### config.mk
export PLATFORM = sky130hd
export DESIGN_NAME = multi_edge_detector
export DESIGN_NICKNAME = d
export VERILOG_FILES = /design/src/rtl/multi_edge_detector.sv
export SDC_FILE = /design/constraint.sdc
export NUM_CORES = 1
export LEC_CHECK = 0
export ABC_AREA = 1
export CORE_MARGIN = 5
export CORE_UTILIZATION = 39
export CTS_BUF_LIST = sky130_fd_sc_hd__clkbuf_8
export CTS_CLUSTER_DIAMETER = 100
export CTS_CLUSTER_SIZE = 28
export DETAILED_ROUTE_END_ITERATION = 8
export GPL_TIMING_DRIVEN = 0
export SETUP_SLACK_MARGIN = 0.05
export SLEW_MARGIN = 25
export SYNTH_ARGS = -nofsm -noshare
export SYNTH_HDL_FRONTEND = slang
export SYNTH_HIERARCHICAL = 1
export SYNTH_SLANG_ARGS = --single-unit
### constraint.sdc
create_clock -name clk -period 1.4 [get_ports clk]
set_clock_uncertainty 0.1 [all_clocks]
set_input_delay 0.21 -clock clk [delete_from_list [all_inputs] [get_ports clk]]
set_output_delay 0.21 -clock clk [all_outputs]
set_load 0.02 [all_outputs]
### src/rtl/multi_edge_detector.sv
// multi_edge_detector: per-channel glitch-filtered edge detector with
// configurable detect mode, one-cycle edge pulses and sticky flags.
// Optional build macro MULTI_EDGE_DETECTOR_SYNC_EN inserts a two-flop
// synchroniser in front of each channel's sample (adds 2 cycles latency).

// One channel: optional synchroniser, glitch filter, edge pulse, sticky flag.
module multi_edge_detector_ch #(
    parameter int CNT_W = 4
) (
    input  logic             clk,
    input  logic             rst_n,
    input  logic             sig,
    input  logic [1:0]       mode,
    input  logic [CNT_W-1:0] filt_len,
    input  logic             clear,
    output logic             level,
    output logic             pulse,
    output logic             flag
);
    logic             sample;
    logic [CNT_W-1:0] cnt;
    logic             accept;
    logic             pulse_nxt;

`ifdef MULTI_EDGE_DETECTOR_SYNC_EN
    logic sync_q1, sync_q2;

    // Two-flop synchroniser for the asynchronous raw input.
    always_ff @(posedge clk) begin
        if (!rst_n) begin
            sync_q1 <= 1'b0;
            sync_q2 <= 1'b0;
        end else begin
            sync_q1 <= sig;
            sync_q2 <= sync_q1;
        end
    end

    assign sample = sync_q2;
`else
    assign sample = sig;
`endif

    // A differing sample is accepted once it has already persisted filt_len
    // cycles; mode bit 0 enables rising pulses, bit 1 falling pulses.
    always_comb begin
        accept    = (sample != level) && (cnt >= filt_len);
        pulse_nxt = accept && ((sample && mode[0]) || (!sample && mode[1]));
    end

    // Filter counter, accepted level, edge pulse and sticky flag (set wins).
    always_ff @(posedge clk) begin
        if (!rst_n) begin
            level <= 1'b0;
            cnt   <= '0;
            pulse <= 1'b0;
            flag  <= 1'b0;
        end else begin
            pulse <= pulse_nxt;
            if (sample == level) begin
                cnt <= '0;
            end else if (accept) begin
                level <= sample;
                cnt   <= '0;
            end else begin
                // cnt < filt_len here, so the increment can never wrap
                cnt <= cnt + 1'b1;
            end
            if (pulse_nxt)
                flag <= 1'b1;
            else if (clear)
                flag <= 1'b0;
        end
    end
endmodule

// Top: NUM_CH independent channels sharing clock, reset and filt_len.
module multi_edge_detector #(
    parameter int NUM_CH = 4,
    parameter int CNT_W  = 4
) (
    input  logic                  clk,
    input  logic                  rst_n,
    input  logic [NUM_CH-1:0]     sig_in,
    input  logic [2*NUM_CH-1:0]   mode,
    input  logic [CNT_W-1:0]      filt_len,
    input  logic [NUM_CH-1:0]     clear,
    output logic [NUM_CH-1:0]     level_out,
    output logic [NUM_CH-1:0]     pulse_out,
    output logic [NUM_CH-1:0]     flag_out,
    output logic                  any_flag
);
    logic [NUM_CH-1:0][1:0] mode_ch;

    assign mode_ch = mode;

    genvar i;
    generate
        for (i = 0; i < NUM_CH; i++) begin : g_ch
            multi_edge_detector_ch #(.CNT_W(CNT_W)) u_ch (
                .clk      (clk),
                .rst_n    (rst_n),
                .sig      (sig_in[i]),
                .mode     (mode_ch[i]),
                .filt_len (filt_len),
                .clear    (clear[i]),
                .level    (level_out[i]),
                .pulse    (pulse_out[i]),
                .flag     (flag_out[i])
            );
        end
    endgenerate

    assign any_flag = |flag_out;
endmodule
==> results.py <==
metrics = {
    "min_path": {
        "whs_path_depth": 1,
        "min_from": "g_ch[2].u_ch/cnt[0]",
        "hp-class": "flop to flop",
        "hold_path_end": "g_ch[2].u_ch/cnt[0]",
    },
    "cells_and_area": {
        "nNetsFinal": 294,
        "syn2layout_area_growth_pct": 44.2,
        "final_area_um2": 2280,
        "antenna_cells": 0,
        "layout-drive-gt1-share": 0.323,
    },
    "sta": {
        "fin_crit_ns": 1.33,
        "fmax_mhz": 750,
        "max_slew_margin": 0.624,
        "drv_slew": 0,
        "hold_viol": 0,
        "finalWorstSetupSlack_ns": 0.0665,
        "hold_ws_ns": 0.314,
        "setup_viol": 0,
        "fin_crit_sh": 0.952,
        "worstMarginPinSlew_ns": 0.564,
        "rsz0062_at_grt": "true",
    },
    "die": {
        "dieHeight_um": 73.7,
        "num_rows": 23,
        "die-area_um2": 5430,
        "io_pins": 35,
        "start_util": 0.399,
        "die_x_um": 73.7,
        "core_um2": 3970,
    },
    "synth": {
        "synth_warnings": 6,
        "synth_area_um2": 1580,
        "ys_types": 14,
        "synth_area_per_cell_um2": 7.65,
        "syn_inst": 207,
        "ys_seq_area_frac": 0.354,
        "ys_seq_elements": 28,
        "synth_nets": 249,
    },
    "setup_path": {
        "reg2reg_slack_ns": 0.07,
        "r2r_cells": 7,
        "worstPathRequired_ns": 1.48,
        "rr_startpoint": "g_ch[0].u_ch/cnt[0]",
        "end_kind": "flop",
        "critPathLaunchType": "flop",
        "path_max_fanout": 4,
        "crit_type": "flop to flop",
        "crit_arrival_ns": 1.41,
        "r2r_end": "g_ch[0].u_ch/level",
    },
    "place": {
        "place_area_um2": 1990,
        "dp_hpwl_um": 2330,
        "gp_congestion": 0.731,
        "port-buffer-count": 34,
        "place_ws_ns": -0.497,
    },
    "route": {
        "ant_nets": 0,
        "wl_met1_um": 1580,
        "met2_length_um": 1400,
        "totalWireLength_um": 3190,
        "drt_pass1_iterations": 4,
        "drt_iter0_drc": 49,
        "wl_per_cell_um": 10.6,
        "met3_length_um": 186,
        "top_layer": "met4",
        "vias": 1348,
        "vias_per_cell": 4.48,
        "remaining_drc_errors": 0,
    },
    "power_and_ir_drop": {
        "total_power_mw": 1.75,
        "ir_drop_v": 0.000378,
        "power_density_nw_per_um2": 767,
        "p_leak_nw": 1.14,
    },
    "cts": {
        "clkTransAtPathRegs_ns": 0.09,
        "cts_buffers": 3,
        "clk_latency_ns": 0.27,
        "h-tree-depth": 1,
        "cts_buffer_depth": 2,
        "cts_tree": "yes",
        "cts_sinks": 28,
        "cts_root_buffer": "clkbuf_8",
    },
    "global_routing": {
        "grt_use_total": 0.122,
        "grt_antenna_before_repair": 0,
        "grt_pass1_wl_um": 5260,
        "grt_pass1_vias": 1216,
        "grt_start_max_net_pins": 17,
        "grt_overflow_total": 0,
    },
    "job": {
        "maxCapViolCount": 0,
    },
    "outcome": {
        "outcome": "complete, no violations",
    },
}
synth_stat cells:
library cell,number,area [µm²]
nand2_1,41,154
nand4_1,4,25.0
a21boi_2,4,45.0
xor2_1,4,35.0
nand4_2,4,50.1
dfxtp_1,28,561
inv_2,8,30.0
nor2_1,26,97.6
nand3_1,20,100
nand3b_1,4,30.0
inv_1,36,135
ha_1,20,250
xnor2_1,4,35.0
a21oi_2,4,35.0
worst max-delay path, cell delays in order (launching register included):
cell and delay [ns]:
dfxtp_2 0.37, inv_2 0.05, ha_4 0.25, nand4_1 0.16, nand3_4 0.15, nand2_1 0.06, nand2_1 0.05, nor2_1 0.05
what timing repair did:
item                       4_1_cts  5_1_grt
gates resized for setup         34       45
buffers inserted                 0        6
hold buffers                     0        0
setup endpoints to repair       41       33
pin swaps                        0       26
worst max path at each step:
stage / from / to / slack (ns) / depth (start not counted)
finish: g_ch[0].u_ch/cnt[0] / g_ch[0].u_ch/level / 0.07 / 7
global route: g_ch[2].u_ch/cnt[2] / g_ch[2].u_ch/level / -0.02 / 6
CTS: g_ch[0].u_ch/level / level_out[0] / 0.05 / 1
detailed placement: filt_len[3] / g_ch[2].u_ch/flag / -0.50 / 9
global placement: filt_len[3] / g_ch[1].u_ch/flag / -0.49 / 7
floorplan: g_ch[0].u_ch/cnt[0] / g_ch[0].u_ch/level / 0.16 / 7
sequential cells by signal, indices dropped and copies added, names as in the netlist:
register,cells
g_ch.u_ch/flag,4
g_ch.u_ch/level,4
g_ch.u_ch/cnt,16
g_ch.u_ch/pulse,4
where the power goes:
group	internal [mW]	switching [mW]	total, mW
combinational	0.183	0.198	0.381
sequential	0.832	0.0318	0.864
clock	0.252	0.254	0.506
total	1.27	0.484	1.75
stage by stage:
step,instances,util,TNS (ns)
floorplan,207,-,0
global placement,291,0.500,-11.85
detailed placement,291,0.500,-12.19
CTS,295,0.517,0
global route,301,0.575,-0.0457
finish,301,0.575,0
metal layers:
layer | vias to the layer above | GRT usage
li1 | 737 | -
met1 | 583 | 0.162
met2 | 26 | 0.192
met3 | 2 | 0.0219
met4 | 0 | 0.0543
met5 | - | 0
cells in the final DEF, fill, tap and decap left out, types with 6 or more instances in the layout:
master	n
ha_4	10
nand3_1	13
buf_4	6
nand2_1	35
nand2_2	6
clkdlybuf4s50_1	16
dlygate4sd2_1	12
dfxtp_1	9
nor2_1	25
ha_1	10
dfxtp_2	19
inv_2	11
inv_1	33
kinds of logic after synthesis:
kind of cell | Yosys count | share of synthesized area
AO/OA/AOI/OAI | 8 | 0.0506
XOR/XNOR | 8 | 0.0443
adder cells (fa/ha/maj) | 20 | 0.158
buffers and inverters | 44 | 0.104
flip-flops | 28 | 0.354
AND/OR/NAND/NOR | 99 | 0.289
area by class of cell:
type	count	area, µm²
Clock buffer	4	55.1
Fill cell	374	1690
Inverter	44	165
Multi-Input combinational cell	135	1060
Sequential cell	28	584
Tap cell	50	62.6
Timing Repair Buffer	40	358
Note: power is estimated with default switching activity, not from simulation.
